==> src/rtl/mul_judge_pkg.sv <==
// Shared types for the multiplier subnormal judge pipeline.
//   sel_e : which operand (if any) takes the subnormal path
//   cls_e : IEEE-style operand class
//   class_of() : classifies an operand from its exponent/mantissa flags
package mul_judge_pkg;

    typedef enum logic [1:0] {
        SEL_NONE  = 2'd0,
        SEL_A_SUB = 2'd1,
        SEL_B_SUB = 2'd2,
        SEL_BOTH  = 2'd3
    } sel_e;

    typedef enum logic [1:0] {
        ZERO = 2'd0,
        SUB  = 2'd1,
        NORM = 2'd2,
        SPEC = 2'd3
    } cls_e;

    // expo_zero: exponent field all zeros; expo_ones: all ones; mant_zero: mantissa zero
    function automatic cls_e class_of(input logic expo_zero,
                                      input logic expo_ones,
                                      input logic mant_zero);
        cls_e c;
        if (expo_ones) begin
            c = SPEC;
        end else if (expo_zero) begin
            c = mant_zero ? ZERO : SUB;
        end else begin
            c = NORM;
        end
        return c;
    endfunction

endpackage

==> src/rtl/mul_lzc.sv <==
// Combinational leading-zero counter.
//   data_i : W-bit value
//   cnt_o  : number of zeros above the highest set bit (W when data_i is zero)
module mul_lzc #(
    parameter int W = 23
) (
    input  logic [W-1:0]             data_i,
    output logic [$clog2(W+1)-1:0]   cnt_o
);

    localparam int CNT_W = $clog2(W+1);

    // Scan upwards so the highest set bit is the last (winning) assignment.
    always_comb begin
        cnt_o = CNT_W'(W);
        for (int i = 0; i < W; i++) begin
            if (data_i[i]) begin
                cnt_o = CNT_W'(W - 1 - i);
            end
        end
    end

endmodule

==> src/rtl/mul_sub_judge_pipe.sv <==
// Two-stage judge for a floating-point multiplier front end. Classifies both
// operands, picks the subnormal path, and left-normalises the subnormal
// mantissa with its leading-zero count.
//   clk, rst_n            : clock, asynchronous active-low reset
//   in_valid / in_ready   : operand handshake (in_ready is combinational from out_ready)
//   a_expo, a_mant,
//   b_expo, b_mant        : biased exponents and stored mantissas
//   out_valid / out_ready : result handshake
//   sel                   : sel_e path selection
//   mant_short            : mantissa of the normal partner (or all ones / zero)
//   sub_lzc, sub_norm     : leading-zero count and normalised subnormal mantissa
//   uflow                 : both operands subnormal
//   bypass                : an operand is zero, infinity or NaN
module mul_sub_judge_pipe
    import mul_judge_pkg::*;
#(
    parameter int EXPO_W = 8,
    parameter int MANT_W = 23
) (
    input  logic                          clk,
    input  logic                          rst_n,
    input  logic                          in_valid,
    output logic                          in_ready,
    input  logic [EXPO_W-1:0]             a_expo,
    input  logic [EXPO_W-1:0]             b_expo,
    input  logic [MANT_W-1:0]             a_mant,
    input  logic [MANT_W-1:0]             b_mant,
    output logic                          out_valid,
    input  logic                          out_ready,
    output logic [1:0]                    sel,
    output logic [MANT_W:0]               mant_short,
    output logic [$clog2(MANT_W+1)-1:0]   sub_lzc,
    output logic [MANT_W-1:0]             sub_norm,
    output logic                          uflow,
    output logic                          bypass
);

    localparam int LZC_W = $clog2(MANT_W+1);

    // ---------------- handshake ----------------
    logic v1_q, v2_q;
    logic en1, en2;

    assign en2      = !v2_q || out_ready;
    assign en1      = !v1_q || en2;
    assign in_ready = en1;

    // ---------------- stage 1: classify and select ----------------
    cls_e cls_a, cls_b;

    assign cls_a = class_of(a_expo == '0, &a_expo, a_mant == '0);
    assign cls_b = class_of(b_expo == '0, &b_expo, b_mant == '0);

    sel_e              sel1_d;
    logic              byp1_d, ufl1_d;
    logic [MANT_W:0]   ms1_d;
    logic [MANT_W-1:0] raw1_d;

    always_comb begin
        sel1_d = SEL_NONE;
        byp1_d = 1'b0;
        ufl1_d = 1'b0;
        ms1_d  = '0;
        raw1_d = '0;
        if (cls_a == ZERO || cls_a == SPEC || cls_b == ZERO || cls_b == SPEC) begin
            byp1_d = 1'b1;
        end else if (cls_a == SUB && cls_b == SUB) begin
            sel1_d = SEL_BOTH;
            ufl1_d = 1'b1;
        end else if (cls_a == SUB) begin
            sel1_d = SEL_A_SUB;
            ms1_d  = {1'b0, b_mant};
            raw1_d = a_mant;
        end else if (cls_b == SUB) begin
            sel1_d = SEL_B_SUB;
            ms1_d  = {1'b0, a_mant};
            raw1_d = b_mant;
        end else begin
            ms1_d  = '1;
        end
    end

    sel_e              sel1_q;
    logic              byp1_q, ufl1_q;
    logic [MANT_W:0]   ms1_q;
    logic [MANT_W-1:0] raw1_q;

    always_ff @(posedge clk or negedge rst_n) begin
        if (!rst_n) begin
            v1_q   <= 1'b0;
            sel1_q <= SEL_NONE;
            byp1_q <= 1'b0;
            ufl1_q <= 1'b0;
            ms1_q  <= '0;
            raw1_q <= '0;
        end else if (en1) begin
            v1_q <= in_valid;
            if (in_valid) begin
                sel1_q <= sel1_d;
                byp1_q <= byp1_d;
                ufl1_q <= ufl1_d;
                ms1_q  <= ms1_d;
                raw1_q <= raw1_d;
            end
        end
    end

    // ---------------- stage 2: count and normalise ----------------
    logic [LZC_W-1:0] lzc_w;

    mul_lzc #(
        .W (MANT_W)
    ) u_lzc (
        .data_i (raw1_q),
        .cnt_o  (lzc_w)
    );

    // raw1_q is non-zero on the single-subnormal paths, so lzc_w < MANT_W there;
    // everywhere else the raw mantissa is zero and the count must be masked.
    logic              sub_path1;
    logic [LZC_W-1:0]  lzc2_d;
    logic [MANT_W-1:0] norm2_d;

    assign sub_path1 = (sel1_q == SEL_A_SUB) || (sel1_q == SEL_B_SUB);
    assign lzc2_d    = sub_path1 ? lzc_w : '0;
    assign norm2_d   = sub_path1 ? (raw1_q << lzc_w) : '0;

    sel_e              sel2_q;
    logic              byp2_q, ufl2_q;
    logic [MANT_W:0]   ms2_q;
    logic [LZC_W-1:0]  lzc2_q;
    logic [MANT_W-1:0] norm2_q;

    always_ff @(posedge clk or negedge rst_n) begin
        if (!rst_n) begin
            v2_q    <= 1'b0;
            sel2_q  <= SEL_NONE;
            byp2_q  <= 1'b0;
            ufl2_q  <= 1'b0;
            ms2_q   <= '0;
            lzc2_q  <= '0;
            norm2_q <= '0;
        end else if (en2) begin
            v2_q <= v1_q;
            if (v1_q) begin
                sel2_q  <= sel1_q;
                byp2_q  <= byp1_q;
                ufl2_q  <= ufl1_q;
                ms2_q   <= ms1_q;
                lzc2_q  <= lzc2_d;
                norm2_q <= norm2_d;
            end
        end
    end

    assign out_valid  = v2_q;
    assign sel        = sel2_q;
    assign mant_short = ms2_q;
    assign sub_lzc    = lzc2_q;
    assign sub_norm   = norm2_q;
    assign uflow      = ufl2_q;
    assign bypass     = byp2_q;

endmodule

==> config.mk <==
export PLATFORM = sky130hd
export DESIGN_NAME = mul_sub_judge_pipe
export DESIGN_NICKNAME = d
export VERILOG_FILES = /design/src/rtl/mul_judge_pkg.sv /design/src/rtl/mul_lzc.sv /design/src/rtl/mul_sub_judge_pipe.sv
export SDC_FILE = /design/constraint.sdc
export NUM_CORES = 1
export LEC_CHECK = 0
export ABC_CLOCK_PERIOD_IN_PS = 5000
export BUFFER_PORTS_ARGS = -buffer_cell sky130_fd_sc_hd__buf_2
export CORE_AREA = 4 4 137 87
export CTS_CLUSTER_SIZE = 8
export DETAILED_ROUTE_END_ITERATION = 8
export DIE_AREA = 0 0 141 91
export GPL_ROUTABILITY_DRIVEN = 0
export PLACE_DENSITY_LB_ADDON = 0.2
export RECOVER_POWER = 100
export SLEW_MARGIN = 20
export SYNTH_ARGS = -nofsm -noshare
export SYNTH_HDL_FRONTEND = slang
export SYNTH_SLANG_ARGS = --single-unit
export TNS_END_PERCENT = 1
==> constraint.sdc <==
create_clock -name clk -period 5 [get_ports clk]
set_clock_uncertainty 0.05 [all_clocks]
set_input_delay 0.25 -clock clk [delete_from_list [all_inputs] [get_ports clk]]
set_output_delay 0.25 -clock clk [all_outputs]
set_load 0.01 [all_outputs]
== Yosys cells after proc, flatten, opt, wreduce, memory -nomap -nowiden ==
Index checks and enable logic that the tools add are counted.

* Output and inout bits: 58
* Logic and storage cells: 85
* Input port bits: 66
* Bits in registers: 109

* Mux-type cells: 46
* Shift-type cells: 1
* Reduce and logical (&&, ||, !) cells: 19
* Eq/ne operators: 6

{| class="wikitable"
|+ Operators by type and width
! operator !! count
|-
| $mux W23 || 5
|-
| $mux W24 || 4
|-
| $mux W5 || 17
|-
| $logic_not A23 Y1 || 2
|-
| $shl A23 B5 Y23 || 1
|-
| $mux W2 || 10
|-
| $logic_not A8 Y1 || 2
|-
| $reduce_and A8 Y1 || 2
|-
| $mux W3 || 4
|-
| $eq A2 B1 Y1 const B || 3
|-
| $eq A2 B2 Y1 const B || 3
|-
| $logic_or A1 B1 Y1 || 6
|-
| $mux W1 || 6
|-
| $logic_not A2 Y1 || 2
|-
| $reduce_and A2 Y1 || 2
|-
| $logic_not A1 Y1 || 2
|-
| $logic_and A1 B1 Y1 || 1
|}

== Depth between registers and ports, before layout ==
* Word-level depth: 25
* Gate-level depth with buffers: 11
* Mapped depth without buffers: 8

== By module ==
A second synthesis with hierarchy kept.

* Cell total of the unflattened synthesis: 577
* Area, all modules: 5798.1 um^2

{| class="wikitable"
|+ Modules (own cells, without submodules)
! module !! area an instance (um^2) !! instances !! cells each !! sequential area each (um^2)
|-
| mul_sub_judge_pipe || 5561.6 || 1 || 535 || 2727.6
|-
| mul_lzc || 236.5 || 1 || 42 || 0.0
|}

== Least setup slack after synthesis ==
No wires, ideal clock.

* Path kind: input to register
* Start point: input a_expo[5]
* End point: register raw1_q[10]
* Cell stages on the path: 11
* Buffers on the path: 3
* Data arrival time: 2182 ps
* Required time: 4867 ps
* Path slack: 2686 ps
* Library setup time: 83 ps
* Cell sequence: or4_1 nor2_1 o21ai_0 o21ai_0 ha_1 buf_1 and2_0 clkbuf_1 buf_2 a22oi_1 o21ai_0

* Longest elaborated chain between the ends: 8
* Elaborated cells between the ends (all ways): 14
* Classes of those cells: eq/ne (2); mux (5); reduce/logical (7)

{| class="wikitable"
|+ Ends and longest elaborated chain
! what !! line !! RTL
|-
| from (decl) || mul_sub_judge_pipe.sv:24 || <nowiki>input logic [EXPO_W-1:0] a_expo,</nowiki>
|-
| $logic_not A8 Y1 || mul_sub_judge_pipe.sv:51 || <nowiki>assign cls_a = class_of(a_expo == '0, &a_expo, a_mant == '0);</nowiki>
|-
| $mux W2 || mul_judge_pkg.sv:28 || <nowiki>end else if (expo_zero) begin</nowiki>
|-
| $mux W2 * || mul_judge_pkg.sv:26 || <nowiki>if (expo_ones) begin</nowiki>
|-
| $eq A2 B2 Y1 / $logic_not A2 Y1 (equally long branches) || mul_sub_judge_pipe.sv:65 || <nowiki>if (cls_a == ZERO || cls_a == SPEC || cls_b == ZERO || cls_b == SPEC) begin</nowiki>
|-
| $logic_or A1 B1 Y1 (3 in series) || mul_sub_judge_pipe.sv:65 ||
|-
| $mux W23 * || mul_sub_judge_pipe.sv:65 ||
|-
| to (signal assigned) || mul_sub_judge_pipe.sv:103 || <nowiki>raw1_q <= raw1_d;</nowiki>
|-
| to (decl) || mul_sub_judge_pipe.sv:86 || <nowiki>logic [MANT_W-1:0] raw1_q;</nowiki>
|}

Mark *: on every way between the ends. The rest lies on a longest branch, timed or not.
A chain may end at the register's enable or synchronous reset.

== Worst setup path after layout ==
* Start point: register raw1_q[9]
* End point: register norm2_q[20], in the netlist sub_norm[20]

* Longest elaborated chain between the ends: 16

{| class="wikitable"
|+ Ends and longest elaborated chain
! what !! line !! RTL
|-
| $mux W5 (14 in series) || mul_lzc.sv:17 || <nowiki>if (data_i[i]) begin</nowiki>
|-
| $shl A23 B5 Y23 * || mul_sub_judge_pipe.sv:126 || <nowiki>assign norm2_d = sub_path1 ? (raw1_q << lzc_w) : '0;</nowiki>
|-
| $mux W23 * || mul_sub_judge_pipe.sv:126 ||
|-
| to (signal assigned) || mul_sub_judge_pipe.sv:151 || <nowiki>norm2_q <= norm2_d;</nowiki>
|-
| to (decl) || mul_sub_judge_pipe.sv:132 || <nowiki>logic [MANT_W-1:0] norm2_q;</nowiki>
|}

Marks and branches as above.

==> out/metrics.cfg <==
[run_status]
outcome = complete, but fails checks
violations = max-capacitance violations, max-slew violations

[floorplan]
ios = 124
die_y_um = 91
start_util_pct = 60.0
core_um2 = 10500
die_area_um2 = 12800
num_rows = 29
die_w_um = 141

[min_path]
min-delay-start = in_valid
min_path_cells = 2
holdPathEnd = v1_q
min-delay-path-class = input port to register

[placement]
hpwl_um = 13400
numPortBuffers = 123
placed_cells = 907

[worst_setup_path]
worstPathMaxFanout = 13
endpoint_kind = register
crit_required_ns = 5.17
r2r-start = raw1_q[9]
rrSetupSlack_ns = 1.12
reg2reg_to = sub_norm[20]
critPathLaunchType = register
crit_arrival_ns = 4.06
r2r_cells = 7
path_class = register to register

[cts]
clock_path_buffers = 2
tritoncts = yes
postCtsSetupRepairBufs = 0
clock_sinks = 109
cts_buffers = 9
cts_max_level = 3
clk_latency_ns = 0.36
path_clk_slew_ns = 0.07
cts-root-buf = clkbuf_16

[timing]
timing.fmax_mhz = 258
relSlewSlack_pct = -73.7
hold_viol_final = 0
hold_slack_ns = 0.0684
finalSetupViolCount = 0
rsz0062_at_grt = false
slew_viol_final = 65
fin_crit_sh_pct = 77.7
worst_slew_pin_slew_ns = 2.61
post-route-min-period_ns = 3.88
finalSetupTns_ns = 0

[route]
drc = 0
dr.pass1.iters = 8
drt_iter0_drc = 1058
wl_per_cell_um = 20.3
antenna_left = 0
vias = 6102
drt-vias-per-instance = 6.60
finalWirelength_um = 18800

[grt]
grt-ovfl-total = 0
gr-usage-all-layers_pct = 29.1
antenna_found_initial = 0
grt_pass1_vias = 5824
grt_pass1_wl_um = 30400
grt_max_degree = 61

[synthesis]
synth_common_cells = dfrtp_1 (109), nand2_1 (96), o21ai_0 (80), nor2_1 (61), mux2_2 (29)
synth_nets = 759
synth_ff_type = dfrtp_1
synth_top_cell_by_area = dfrtp_1
synth_seq_area_share_pct = 43.5
synth_area_per_cell_um2 = 9.06
syn_area_um2 = 6270
ys_seq_elements = 109
ys_types = 74
synth_most_common_cell = dfrtp_1
netlist_instances = 692
ys_async_sr_fraction_pct = 100
synth_edf_count = 0
synth_area_leaders = dfrtp_1 (44%), o21ai_0 (6.4%), nand2_1 (5.7%), mux2_2 (5.2%), nor2_1 (3.7%)
netlist.area_leader.share_pct = 43.5
yosysWarnings = 0

[pwr]
p_per_area_nw_per_um2 = 280
peakVddDrop_uv = 197
leakage_uw = 0.00294
finalPower_uw = 1980

[run]
drv_cap = 2

[layout]
layout.nets = 848
finalNonFillerCells = 925
final_core_util_pct = 67.7
area_delta_synth_final_pct = 12.9
drive_gt1_share_pct = 16.0
antenna_cells = 0

==> how the worst max path moves through the flow <==
| stage | from | end | slack (ns) |
|---|---|---|---|
| 6_report | raw1_q[9] | sub_norm[20] | 1.12 |
| 5_1_grt | raw1_q[9] | sub_norm[20] | 0.82 |
| 4_1_cts | raw1_q[17] | sub_norm[19] | 1.81 |
| 2_1_floorplan | a_expo[5] | raw1_q[10] | 2.69 |
| 3_3_place_gp | a_expo[5] | raw1_q[19] | 1.92 |
| 3_5_place_dp | a_expo[5] | raw1_q[0] | 1.77 |
==> cell type report <==
class                      count  area [um^2]
fill                         872         3380
multi-input combinational    518         3230
sequential                   109         2730
timing repair buffer         133          609
clock buffer                   9          225
tap                          139          174
clock inverter                 7         67.6
inverter                      10         37.5
==> layer usage <==
metal	vias to the layer above	global-route usage, %	part of all wire (%)
li1	2748	-	-
met1	2907	42.9	44
met2	390	42.4	43
met3	57	7.98	11
met4	0	7.90	1.9
met5	-	0	0
==> through the flow <==
step,setup WS [ns],instance area (um^2)
floorplan,2.69,6270
global placement,1.92,6880
detailed placement,1.77,6880
CTS,1.81,7180
global route,0.825,7070
finish,1.12,7070
==> where the power goes <==
group	leakage (uW)	switching [uW]	internal [uW]
registers	0.00137	41.9	957
clock network	0.000145	353	351
logic	0.00142	173	106
==> what timing repair did <==
action / in CTS / in global routing
hold buffers: 1 / 0
endpoints found under the hold margin: 49 / 0
gates resized for setup: 0 / 0
==> cell usage in the layout (no fill, tap or decap), drive strengths merged, types with 3 or more instances in the layout <==
cell,instances
dfrtp,109
nand2,96
o21ai,90
clkbuf,73
buf,68
nor2,62
mux2,29
a22oi,27
a21oi,24
a2bb2oi,23
nor4,13
inv,13
mux2i,12
a211oi,12
nand3,11
nor3,10
nand2b,8
a31oi,8
a22o,8
nand4,7
o211ai,6
or4,6
nor2b,4
a32oi,4
and2,4
o311ai,4
clkinv,4
and3,3
a21o,3
o2111ai,3
o22ai,3
a21boi,3
a311oi,3
o31ai,3
==> registers in the layout, summed over array words and instances (netlist names) <==
name / count
byp1_q: 1
bypass: 1
mant_short: 24
ms1_q: 24
out_valid: 1
raw1_q: 23
sel: 2
sel1_q: 2
sub_lzc: 5
sub_norm: 23
ufl1_q: 1
uflow: 1
v1_q: 1
==> cell families after synthesis <==
kind of cell / count (synthesis) / synth area share (%)
compound gates: 245 / 27.3
xor+xnor: 1 / 0.140
fa+ha+maj: 1 / 0.200
buf+inv: 65 / 4.77
flops: 109 / 43.5
mux: 41 / 7.13
simple gates: 230 / 16.9
==> worst max-delay path, cell delays in order (launching register included) <==
cell	delay [ns]
dfrtp_1	0.48
nor4_1	0.62
a21boi_0	0.25
o21ai_0	1.36
nor2_1	0.14
and3_1	0.28
o41ai_1	0.42
a22oi_1	0.15
Note: power is estimated with default switching activity, not from simulation.
